===== src/rtl/debug_mem_sequencer.sv =====
// debug_mem_sequencer
//   Load/run/dump controller for RV32Core's debug RAM ports (A2/WD2/WE2/RD2).
//   Streams host words into InstRAM then DataRAM while holding the core in
//   reset, releases the core for RUN_CYCLES cycles, then freezes it and
//   streams DataRAM words 0..DUMP_WORDS-1 back to the host.
//
// Ports
//   CPU_CLK, CPU_RST_N          clock, asynchronous active-low reset
//   start                       restart pulse, honoured in IDLE/DONE only
//   inst_words, data_words      word counts, latched (clamped) on start
//   in_valid/in_ready/in_data   load stream (inst words, then data words)
//   out_valid/out_ready/out_data dump stream of DataRAM words
//   core_rst                    RV32Core CPU_RST (active high)
//   dram_a2/wd2/we2, dram_rd2   DataRAM debug port (rd2: 1-cycle sync read)
//   iram_a2/wd2/we2             InstRAM debug port
//   busy, done                  status; every output is registered
module debug_mem_sequencer #(
    parameter int unsigned BRAMWORDS  = 4096,
    parameter int unsigned RST_CYCLES = 5,
    parameter int unsigned RUN_CYCLES = 200000,
    parameter int unsigned DUMP_WORDS = 4096
) (
    input  logic        CPU_CLK,
    input  logic        CPU_RST_N,
    input  logic        start,
    input  logic [12:0] inst_words,
    input  logic [12:0] data_words,
    input  logic        in_valid,
    output logic        in_ready,
    input  logic [31:0] in_data,
    output logic        out_valid,
    input  logic        out_ready,
    output logic [31:0] out_data,
    output logic        core_rst,
    output logic [31:0] dram_a2,
    output logic [31:0] dram_wd2,
    output logic [3:0]  dram_we2,
    input  logic [31:0] dram_rd2,
    output logic [31:0] iram_a2,
    output logic [31:0] iram_wd2,
    output logic [3:0]  iram_we2,
    output logic        busy,
    output logic        done
);

    localparam int unsigned IW   = $clog2(BRAMWORDS + 1);
    localparam int unsigned CMAX = (RUN_CYCLES > RST_CYCLES) ? RUN_CYCLES : RST_CYCLES;
    localparam int unsigned CW   = $clog2(CMAX + 1);

    typedef enum logic [2:0] {
        S_IDLE, S_LOAD_I, S_LOAD_D, S_RST_HOLD, S_RUN, S_DUMP, S_DONE
    } state_t;

    state_t         r_state,     w_state;
    logic [IW-1:0]  r_icnt,      w_icnt;
    logic [IW-1:0]  r_dcnt,      w_dcnt;
    logic [IW-1:0]  r_idx,       w_idx;
    logic [CW-1:0]  r_cyc,       w_cyc;
    logic           r_dwait,     w_dwait;
    logic           r_in_ready,  w_in_ready;
    logic           r_out_valid, w_out_valid;
    logic [31:0]    r_out_data,  w_out_data;
    logic           r_core_rst,  w_core_rst;
    logic [31:0]    r_dram_a2,   w_dram_a2;
    logic [31:0]    r_dram_wd2,  w_dram_wd2;
    logic [3:0]     r_dram_we2,  w_dram_we2;
    logic [31:0]    r_iram_a2,   w_iram_a2;
    logic [31:0]    r_iram_wd2,  w_iram_wd2;
    logic [3:0]     r_iram_we2,  w_iram_we2;
    logic           r_busy,      w_busy;
    logic           r_done,      w_done;

    logic           w_hs;
    logic [31:0]    w_idx_addr;
    logic [IW-1:0]  w_inst_clamp;
    logic [IW-1:0]  w_data_clamp;
    logic           w_dump_last;

    always_comb begin
        w_state     = r_state;
        w_icnt      = r_icnt;
        w_dcnt      = r_dcnt;
        w_idx       = r_idx;
        w_cyc       = r_cyc;
        w_dwait     = r_dwait;
        w_out_valid = r_out_valid;
        w_out_data  = r_out_data;
        w_dram_a2   = r_dram_a2;
        w_dram_wd2  = r_dram_wd2;
        w_dram_we2  = '0;
        w_iram_a2   = r_iram_a2;
        w_iram_wd2  = r_iram_wd2;
        w_iram_we2  = '0;

        w_hs         = in_valid & r_in_ready;
        w_idx_addr   = 32'(r_idx) << 2;
        w_inst_clamp = (32'(inst_words) > BRAMWORDS) ? IW'(BRAMWORDS) : IW'(inst_words);
        w_data_clamp = (32'(data_words) > BRAMWORDS) ? IW'(BRAMWORDS) : IW'(data_words);
        w_dump_last  = (r_idx == IW'(DUMP_WORDS - 1));

        case (r_state)
            S_IDLE, S_DONE: begin
                if (start) begin
                    w_icnt = w_inst_clamp;
                    w_dcnt = w_data_clamp;
                    w_idx  = '0;
                    w_cyc  = '0;
                    if (w_inst_clamp != '0)      w_state = S_LOAD_I;
                    else if (w_data_clamp != '0) w_state = S_LOAD_D;
                    else                         w_state = S_RST_HOLD;
                end
            end
            S_LOAD_I: begin
                if (w_hs) begin
                    w_iram_a2  = w_idx_addr;
                    w_iram_wd2 = in_data;
                    w_iram_we2 = '1;
                    if (r_idx == r_icnt - IW'(1)) begin
                        w_idx   = '0;
                        w_state = (r_dcnt != '0) ? S_LOAD_D : S_RST_HOLD;
                    end else begin
                        w_idx = r_idx + IW'(1);
                    end
                end
            end
            S_LOAD_D: begin
                if (w_hs) begin
                    w_dram_a2  = w_idx_addr;
                    w_dram_wd2 = in_data;
                    w_dram_we2 = '1;
                    if (r_idx == r_dcnt - IW'(1)) begin
                        w_idx   = '0;
                        w_state = S_RST_HOLD;
                    end else begin
                        w_idx = r_idx + IW'(1);
                    end
                end
            end
            S_RST_HOLD: begin
                if (r_cyc == CW'(RST_CYCLES - 1)) begin
                    w_cyc   = '0;
                    w_state = S_RUN;
                end else begin
                    w_cyc = r_cyc + CW'(1);
                end
            end
            S_RUN: begin
                if (r_cyc == CW'(RUN_CYCLES - 1)) begin
                    w_cyc     = '0;
                    w_idx     = '0;
                    w_dram_a2 = '0;
                    w_dwait   = 1'b1;
                    w_state   = S_DUMP;
                end else begin
                    w_cyc = r_cyc + CW'(1);
                end
            end
            S_DUMP: begin
                // The next word's address is issued as soon as the current word
                // is captured, so its read data is settled by the time the
                // handshake completes; this is what gives 1 word per 2 cycles
                // against a registered-read RAM. rd2 stays valid while stalled
                // because the address is held and nothing writes in DUMP.
                if (r_out_valid) begin
                    if (out_ready) begin
                        w_out_valid = 1'b0;
                        if (w_dump_last) begin
                            w_idx     = '0;
                            w_dram_a2 = '0;
                            w_state   = S_DONE;
                        end else begin
                            w_idx = r_idx + IW'(1);
                        end
                    end
                end else if (r_dwait) begin
                    w_dwait = 1'b0;
                end else begin
                    w_out_data  = dram_rd2;
                    w_out_valid = 1'b1;
                    if (!w_dump_last) begin
                        w_dram_a2 = 32'(r_idx + IW'(1)) << 2;
                    end
                end
            end
            default: w_state = S_IDLE;
        endcase

        w_in_ready = (w_state == S_LOAD_I) || (w_state == S_LOAD_D);
        w_core_rst = (w_state != S_RUN);
        w_busy     = (w_state != S_IDLE) && (w_state != S_DONE);
        w_done     = (w_state == S_DONE);
    end

    always_ff @(posedge CPU_CLK or negedge CPU_RST_N) begin
        if (!CPU_RST_N) begin
            r_state     <= S_IDLE;
            r_icnt      <= '0;
            r_dcnt      <= '0;
            r_idx       <= '0;
            r_cyc       <= '0;
            r_dwait     <= 1'b0;
            r_in_ready  <= 1'b0;
            r_out_valid <= 1'b0;
            r_out_data  <= '0;
            r_core_rst  <= 1'b1;
            r_dram_a2   <= '0;
            r_dram_wd2  <= '0;
            r_dram_we2  <= '0;
            r_iram_a2   <= '0;
            r_iram_wd2  <= '0;
            r_iram_we2  <= '0;
            r_busy      <= 1'b0;
            r_done      <= 1'b0;
        end else begin
            r_state     <= w_state;
            r_icnt      <= w_icnt;
            r_dcnt      <= w_dcnt;
            r_idx       <= w_idx;
            r_cyc       <= w_cyc;
            r_dwait     <= w_dwait;
            r_in_ready  <= w_in_ready;
            r_out_valid <= w_out_valid;
            r_out_data  <= w_out_data;
            r_core_rst  <= w_core_rst;
            r_dram_a2   <= w_dram_a2;
            r_dram_wd2  <= w_dram_wd2;
            r_dram_we2  <= w_dram_we2;
            r_iram_a2   <= w_iram_a2;
            r_iram_wd2  <= w_iram_wd2;
            r_iram_we2  <= w_iram_we2;
            r_busy      <= w_busy;
            r_done      <= w_done;
        end
    end

    assign in_ready  = r_in_ready;
    assign out_valid = r_out_valid;
    assign out_data  = r_out_data;
    assign core_rst  = r_core_rst;
    assign dram_a2   = r_dram_a2;
    assign dram_wd2  = r_dram_wd2;
    assign dram_we2  = r_dram_we2;
    assign iram_a2   = r_iram_a2;
    assign iram_wd2  = r_iram_wd2;
    assign iram_we2  = r_iram_we2;
    assign busy      = r_busy;
    assign done      = r_done;

endmodule


===== config.mk =====
export PLATFORM = sky130hd
export DESIGN_NAME = debug_mem_sequencer
export DESIGN_NICKNAME = d
export VERILOG_FILES = /design/src/rtl/debug_mem_sequencer.sv
export SDC_FILE = /design/constraint.sdc
export NUM_CORES = 1
export LEC_CHECK = 0
export ABC_CLOCK_PERIOD_IN_PS = 3300
export BUFFER_PORTS_ARGS = -buffer_cell sky130_fd_sc_hd__buf_4
export CORE_MARGIN = 1.5
export CORE_UTILIZATION = 52
export CTS_CLUSTER_SIZE = 8
export DETAILED_ROUTE_END_ITERATION = 10
export PLACE_DENSITY = 0.92
export SLEW_MARGIN = 20
export SYNTH_ARGS = -nofsm -noshare
export SYNTH_HDL_FRONTEND = slang
export SYNTH_SLANG_ARGS = --single-unit

===== constraint.sdc =====
create_clock -name CPU_CLK -period 3.3 [get_ports CPU_CLK]
set_input_delay 0.66 -clock CPU_CLK [delete_from_list [all_inputs] [get_ports CPU_CLK]]
set_output_delay 0.66 -clock CPU_CLK [all_outputs]
set_load 0.05 [all_outputs]

# After elaboration in Yosys (flattened, before gate mapping)
# Index checks and enable logic that the tools add are counted.
# word_totals
reg_bits	215
wordCells	122
input_bits	95
output_inout_bits	173
# op_classes
order_cmp	2
reduce_logical	20
mux	47
n_bitwise	3
add_sub_neg	5
eq_ne	27
# ops
operator	count
$mux 32	7
$mux 13	11
$pmux 32 s3	1
$pmux 13 s5	1
$mux 18	3
$pmux 18 s3	1
$reduce_bool 13->1	3
$mux 3	10
$eq 13x13->1	2
$gt 13x13->1 const B	2
$sub 13x1->13 const B	2
$add 18x1->18 const B	1
$eq 18x18->1 const B	1
$eq 18x3->1 const B	1
$ne 3x3->1 const B	6
$pmux 3 s6	1
$add 13x1->14 const B	1
$ne 2x2->1 const B	7
$reduce_and 7->1	2
$add 13x1->13 const B	1
$eq 13x12->1 const B	1
$eq 3x3->1 const B	4
$mux 4	3
$eq 3x2->1 const B	3
15 further kinds	29

# Logic depth before layout (Yosys ltp)
# Gate-level depths: netlist (run 1).
# depth
word_depth	9
ltp_mapped	11
depth_no_buf	11

# Worst setup path after synthesis (run 1)
# No wires, ideal clock.
# synth_timing
path_kind	reg2reg
start	register r_icnt[0]
end	register r_core_rst (netlist: core_rst)
setup_slack_ns	0.445
required_time_ns	3.212
stages_incl_launch_ff	11
setup_time_ns	0.088
arrival_time_ns	2.767
cell_sequence	dfrtp_1 > inv_1 > ha_1 > or4b_4 > nor4_4 > mux2i_1 > o21ai_2 > a2111oi_4 > a21oi_1 > a211o_1 > or3_1
# synth_between
elab_chain_cells	6
# synth_rtl
item	line	rtl
start, declared	55	logic [IW-1:0] r_icnt, w_icnt;
start signal, assigned	216	r_icnt <= w_icnt;
$sub 13x1->13	118	if (r_idx == r_icnt - IW'(1)) begin
$eq 13x13->1	118	
$mux 3	118	
$mux 3	114	if (w_hs) begin
$pmux 3 s6	101	case (r_state)
via w_state[0]	54	state_t r_state, w_state;
$ne 3x3->1	189	w_core_rst = (w_state != S_RUN);
via w_core_rst	63	logic r_core_rst, w_core_rst;
end signal, assigned	224	r_core_rst <= w_core_rst;
end, declared	63	
# The timed path passes the listed nets, and every way through them passes these cells.
# A chain may end at the register's enable or synchronous reset.

# Final worst setup path (run 1)
# Ends and elaborated chain as after synthesis.

==> summary.md, run 1 <==
| Metric | Value |
|---|---|
| Placed Instance Area | `11100 um^2` |
| Fill count | `1276` |
| Worst Slack Setup Final | `158 ps` |
| Total CTS buffers | `17` |
| Register area | `4780 um^2` |
| Io pins | `268` |
| Diode count | `0` |
| Fin crit period | `3140 ps` |
| Leakage | `5.86 nW` |
| Slew headroom | `0.423` |
| Drt via density | `5.63` |
| Initial DRC Count | `600` |
| Root Buffer | `clkbuf_16` |
| Die Span Y | `136 um` |
| RSZ-0062 raised after global routing | `yes` |
| Status | `complete, no violations` |
| DRT Wirelength | `23.2 mm` |
| Clk_lat worst skew | `440 ps` |
| Share of flip-flops with an asynchronous set or reset | `1.00` |
| Yosys Warn Count | `0` |
| Nature of the critical path endpoint | `register` |
| Clock Pin Slew Worst Setup and Hold Paths | `80 ps` |
| Worst-Margin Slew | `861 ps` |
| First-pass GRT wire length | `36.2 mm` |
| Final HPWL DP | `17.1 mm` |
| Initial Utilization | `0.533` |
| CORE AREA | `17400 um^2` |
| H-tree Lvls | `4` |
| Max clock buf depth | `2` |
| Worst min path class | `input port to async pin` |
| Post-CTS setup repair buffer count | `0` |
| WP data required | `3660 ps` |
| Full die area | `18600 um^2` |
| Syn avg cell area | `11.0 um^2` |
| Hold_buf cts | `0` |
| Total GRT Usage | `0.251` |
| Synth Register Bits | `191` |
| Worst path arrival time | `3500 ps` |
| Maximum Capacitance Violations | `0` |
| Most common cell after layout, fill and taps aside | `buf_4` |
| DRC Markers | `0` |
| Routed Antenna Nets | `0` |
| Vias in the first global route | `7078` |
| Fin nets | `1166` |
| CTS tree | `built` |
| Post-synthesis instance total | `840` |
| Post-synthesis sequential area ratio | `0.517` |
| Worst slack, placed | `161 ps` |
| Synth area leader | `dfrtp_1` |
| Post-synth EDFFs | `0` |
| Final core occ | `0.678` |
| Layout area overhead | `27.3%` |
| Area of the multi-input gates | `4100 um^2` |
| Clock sinks | `191` |
| WHS | `193 ps` |
| Final setup violating endpoints | `0` |
| Post-Syn Area | `9250 um^2` |
| Critical path type | `register to register` |
| Final instance area | `11800 um^2` |
| Top cells by area, synth | `dfrtp_1, mux2_2, buf_4` |
| Ys flop type | `dfrtp_1` |
| Total congestion overflow | `0` |
| Setup Total Neg Slack | `0 ps` |
| Clock skew | `10.5 ps` |
| Pin count of the biggest net entering global routing | `89` |
| CP max FO | `4` |
| Die Width | `136 um` |
| Fmax | `318 MHz` |
| Wire per inst | `17.8 um` |
| Total number of vias | `7340` |
| Fin. Hold Viols | `0` |
| Netlist cell types | `60` |
| Share of cells above drive strength 1 | `0.387` |
| Overall Power | `4.82 mW` |
| TritonRoute pass-1 iters | `6` |
| Row count | `48` |
| Final worst-path cycle share | `0.952` |
| GPL Wtd Cong | `0.930` |
| Placed Cells | `1272` |
| Area share of the largest cell type after synthesis | `0.514` |
| Worst vdd ir | `0.354 mV` |
| Pwr dens | `409 nW/um^2` |
| Number of buffer cells added on primary ports | `230` |
| Crit path launch type | `register` |
| Final Slew Violations | `0` |
| Most frequent cells in the layout | `buf_4, dfrtp_1, mux2_2` |
| Fin cells | `1304` |
| Antenna violations before repair | `0` |
## what timing repair did
item,4_1_cts,5_1_grt
resized for setup,0,3
endpoints found under the hold margin,0,0
setup endpoints to repair,0,6
## cell type report
| type | count | area share |
|---|---|---|
| timing repair buffer | 255 | 0.165 |
| sequential | 191 | 0.406 |
| clock inverter | 14 | 0.0146 |
| tap | 225 | 0.0239 |
| inverter | 15 | 0.00478 |
| clock buffer | 18 | 0.0373 |
| multi-input combinational | 586 | 0.348 |
## path summary, 6_finish.rpt
check | from | to | slack (ps) | cells past startpoint
min in group CPU_CLK | dram_rd2[8] | out_data[8]$_DFFE_PN0P_ | 450 | 2
max | r_icnt[0]$_DFFE_PN0P_ | core_rst$_DFF_PN1_ | 160 | 10
max reg2reg | r_icnt[0]$_DFFE_PN0P_ | core_rst$_DFF_PN1_ | 160 | 10
max in group asynchronous | CPU_RST_N | r_icnt[4]$_DFFE_PN0P_ | 2190 | 2
min | CPU_RST_N | out_data[20]$_DFFE_PN0P_ | 190 | 1
min reg2reg | dram_a2[13]$_DFFE_PN0P_ | dram_a2[13]$_DFFE_PN0P_ | 480 | 2
## state kept, by name, summed over array words and instances, names as in the netlist
register   count
dram_wd2      32
iram_wd2      32
out_data      32
r_cyc         18
dram_a2       14
iram_a2       13
r_dcnt        13
r_icnt        13
r_idx         13
r_state        3
busy           1
core_rst       1
done           1
dram_we2       1
in_ready       1
iram_we2       1
out_valid      1
r_dwait        1
## cell families (layout without fill, tap and decap cells)
family | count (synthesis) | after routing | synth area share
AO/OA/AOI/OAI | 144 | 144 | 0.103
flip-flops | 191 | 191 | 0.517
AND/OR/NAND/NOR | 241 | 241 | 0.133
adder cells (fa/ha/maj) | 5 | 5 | 0.00677
other | 1 | 37 | 0.000406
XOR/XNOR | 44 | 44 | 0.0417
buffers and inverters | 99 | 302 | 0.0583
multiplexers | 115 | 115 | 0.140
## synthesized netlist by cell type (2+ instances only)
| master | number |
|---|---|
| and3b_1 | 2 |
| a22o_1 | 19 |
| nand4_1 | 9 |
| inv_1 | 15 |
| o21ai_0 | 54 |
| mux2_2 | 111 |
| dfrtp_1 | 190 |
| mux2i_1 | 3 |
| o21a_1 | 5 |
| o31ai_1 | 9 |
| nand3b_1 | 3 |
| buf_4 | 44 |
| or2_2 | 2 |
| a31oi_1 | 10 |
| nand3_1 | 27 |
| nor4_1 | 14 |
| and2_1 | 2 |
| xor2_1 | 9 |
| a21oi_1 | 21 |
| or3_1 | 8 |
| buf_1 | 2 |
| a21o_1 | 4 |
| nor3b_1 | 2 |
| nor2_1 | 45 |
| and3_1 | 9 |
| nand2_1 | 65 |
| nor4b_1 | 2 |
| nand2b_1 | 6 |
| o22ai_1 | 4 |
| clkbuf_1 | 36 |
| a211o_1 | 2 |
| xnor2_1 | 35 |
| buf_2 | 2 |
| a211oi_1 | 2 |
| nor3_1 | 23 |
| nor2b_1 | 12 |
| o41ai_1 | 2 |
| ha_1 | 5 |
| or4_1 | 3 |
| a2111o_1 | 2 |
## worst max-delay path, stage by stage, from the launching register on
cell and delay (ps):
dfrtp_1 420, inv_1 90, ha_1 190, or4b_4 510
nor4_4 250, mux2i_1 270, o21ai_2 100, a2111oi_4 420
a21oi_1 130, a211o_1 340, or3_1 360
## per-layer routing
metal  vias to the layer above  GRT usage  routed length, um
met2                       346      0.418              11700
li1                       3368          -                  -
met3                        74     0.0623               1810
met4                         0      0.116                735
met5                         -          0                  0
met1                      3552      0.308               8960
## where the power goes
group	internal (mW)	leakage, nW	switching (mW)
logic	0.127	2.97	0.215
clock network	1.11	0.292	0.993
registers	2.35	2.60	0.0224
total	3.59	5.86	1.23
Power figures use the tool's default switching activity.
==> inputs of run 2 (changes only) <==
--- a/config.mk
+++ b/config.mk
@@ -11,7 +11,7 @@
 export CORE_UTILIZATION = 52
 export CTS_CLUSTER_SIZE = 8
 export DETAILED_ROUTE_END_ITERATION = 10
-export PLACE_DENSITY = 0.92
+export PLACE_DENSITY = 0.77
 export SLEW_MARGIN = 20
 export SYNTH_ARGS = -nofsm -noshare
 export SYNTH_HDL_FRONTEND = slang
==> summary.md, run 2 (synthesis gave the netlist of run 1 again) <==
| Metric | Value |
|---|---|
| Final setup violating endpoints | `0 (unchanged)` |
| Met2 GRT Util | `0.415 (-0.00337)` |
| CP Launch Point | `r_icnt[0]$_DFFE_PN0P_` |
| Total GRT Usage | `0.253 (+0.00204)` |
| Grt met1 use | `0.327 (+0.0189)` |
| CTS tree | `built` |
| Fin. Hold Viols | `0 (unchanged)` |
| Clock share of power | `0.436 (about the same)` |
| Most common cell after layout, fill and taps aside | `buf_4` |
| Slew headroom | `0.507 (+0.0843)` |
| Clock skew | `11.5 ps (+1.04 ps)` |
| Max clock buf depth | `2 (unchanged)` |
| Most Used Layer, Global Route | `met2` |
| Share of cells above drive strength 1 | `0.389 (+0.00170)` |
| Hold_buf cts | `0 (unchanged)` |
| Final worst-path cycle share | `0.955 (+0.00290)` |
| Diode count | `0 (unchanged)` |
| Clk_lat worst skew | `440 ps (about the same)` |
| Most frequent cells in the layout | `buf_4, dfrtp_1, mux2_2` |
| Worst min path class | `input port to async pin` |
| Die Width | `136 um (unchanged)` |
| Fin nets | `1170 (+0.34%)` |
| Wire per inst | `17.6 um (-1.5%)` |
| Clock sinks | `191 (unchanged)` |
| TritonRoute pass-1 iters | `5 (-1)` |
| Total number of vias | `7207 (-1.8%)` |
| Layout area overhead | `27.3% (about the same)` |
| Fill count | `1357 (+6.3%)` |
| Die Span Y | `136 um (unchanged)` |
| CORE AREA | `17400 um^2 (unchanged)` |
| WP data required | `3660 ps (about the same)` |
| Clock Pin Slew Worst Setup and Hold Paths | `70 ps (about the same)` |
| Crit path launch type | `register` |
| Pwr dens | `410 nW/um^2 (+0.14%)` |
| Worst vdd ir | `0.412 mV (+17%)` |
| First-pass GRT wire length | `36.3 mm (+0.29%)` |
| Nature of the critical path endpoint | `register` |
| GPL Wtd Cong | `0.894 (-3.8%)` |
| Comb power frac | `0.072 (about the same)` |
| CP max FO | `4 (unchanged)` |
| P_sw | `1.20 mW (-2.7%)` |
| Initial DRC Count | `488 (-19%)` |
| Initial Utilization | `0.533 (unchanged)` |
| Leakage | `5.87 nW (+0.20%)` |
| Drt via density | `5.51 (-2.0%)` |
| Reg2Reg Depth | `10 (unchanged)` |
| DRT Wirelength | `22.9 mm (-1.2%)` |
| Worst path arrival time | `3510 ps (about the same)` |
| Final Slew Violations | `0 (unchanged)` |
| Routed Antenna Nets | `0 (unchanged)` |
| Setup Total Neg Slack | `0 ps (unchanged)` |
| Maximum Capacitance Violations | `0 (unchanged)` |
| Switching Fraction | `0.248 (-0.00734)` |
| H-tree Lvls | `4 (unchanged)` |
| Antenna violations before repair | `0 (unchanged)` |
| Final HPWL DP | `16.7 mm (-2.4%)` |
| Critical path type | `register to register` |
| Pin count of the biggest net entering global routing | `92 (+3.4%)` |
| Full die area | `18600 um^2 (unchanged)` |
| Root Buffer | `clkbuf_16` |
| Worst reg2reg startpoint | `r_icnt[0]$_DFFE_PN0P_` |
| Total congestion overflow | `0 (unchanged)` |
| Number of buffer cells added on primary ports | `230 (unchanged)` |
| Critical Path Sink | `core_rst$_DFF_PN1_` |
| Placed Cells | `1272 (unchanged)` |
| Row count | `48 (unchanged)` |
| DRC Markers | `0 (unchanged)` |
| Pint | `3.63 mW (+1.1%)` |
| Status | `complete, no violations` |
| Fmax | `317 MHz (-0.30%)` |
| Fin cells | `1307 (+0.23%)` |
| Reg2reg setup slack | `150 ps (about the same)` |
| Fin crit period | `3150 ps (+9.56 ps)` |
| RSZ-0062 raised after global routing | `yes` |
| R2r endpoint | `core_rst$_DFF_PN1_` |
| Seq pwr share | `0.492 (about the same)` |
| Io pins | `268 (unchanged)` |
| Vias in the first global route | `7098 (+0.28%)` |
| Total CTS buffers | `17 (unchanged)` |
| Met3 GRT Util | `0.0585 (-0.00373)` |
| Worst-Margin Slew | `740 ps (-121 ps)` |
[run 2: metal layers]
metal  vias up  wire, um
met3        49      1460
met1      3500      9490
li1       3373         -
met4         0       654
met5         -         0
met2       285     11300
[run 2: layout make-up]
class | count | area [um^2] | area share
clock buffer | 17 | 425 | 0.0361
clock inverter | 14 | 170 | 0.0145
inverter | 15 | 56.3 | 0.00478
multi-input combinational | 586 | 4090 | 0.348
sequential | 191 | 4780 | 0.406
tap | 225 | 282 | 0.0239
timing repair buffer | 259 | 1960 | 0.167
[run 2: metrics by stage]
stage	setup slack [ps]	cell area [um^2]	utilization	power (mW)	hold WS, ps
floorplan	445	9380	-	2.63	364
global placement	279	11100	0.641	2.76	463
detailed placement	171	11100	0.641	2.76	476
CTS	145	11700	0.676	4.85	317
global route	-29.7	11800	0.678	4.98	349
finish	148	11800	0.678	4.82	305
[run 2: worst min-delay path by stage]
| stage | end | from | slack, ps | cells past startpoint |
|---|---|---|---|---|
| 2_1_floorplan | busy$_DFF_PN0_ | CPU_RST_N | 360 | 0 |
| 3_3_place_gp | dram_a2[7]$_DFFE_PN0P_ | dram_a2[7]$_DFFE_PN0P_ | 460 | 2 |
| 3_5_place_dp | dram_a2[9]$_DFFE_PN0P_ | dram_a2[9]$_DFFE_PN0P_ | 480 | 2 |
| 4_1_cts | iram_wd2[28]$_DFFE_PN0P_ | CPU_RST_N | 320 | 1 |
| 5_1_grt | dram_we2[2]$_DFF_PN0_ | CPU_RST_N | 350 | 1 |
| 6_report | iram_wd2[28]$_DFFE_PN0P_ | CPU_RST_N | 310 | 1 |
[run 2: critical path: stages, from the launching register on]
cell	delay, ps
dfrtp_1	420
inv_1	100
ha_2	200
or4b_4	490
nor4_4	330
mux2i_1	260
o21ai_2	100
a2111oi_4	430
a21oi_1	110
a211o_1	270
or3_1	360
[run 2: power groups by stage]
stage	Combinational, mW	Sequential (mW)	Clock, mW
5_1_grt	0.381	2.38	2.22
3_3_place_gp	0.339	2.42	0
2_1_floorplan	0.215	2.41	0
6_report	0.347	2.37	2.10
3_5_place_dp	0.343	2.42	0
4_1_cts	0.345	2.37	2.13
[run 2: timing repair]
action,4_1_cts,5_1_grt
endpoints found under the setup margin,0,7
hold endpoints to repair,0,0
gates resized for setup,0,3
setup buffers,0,4
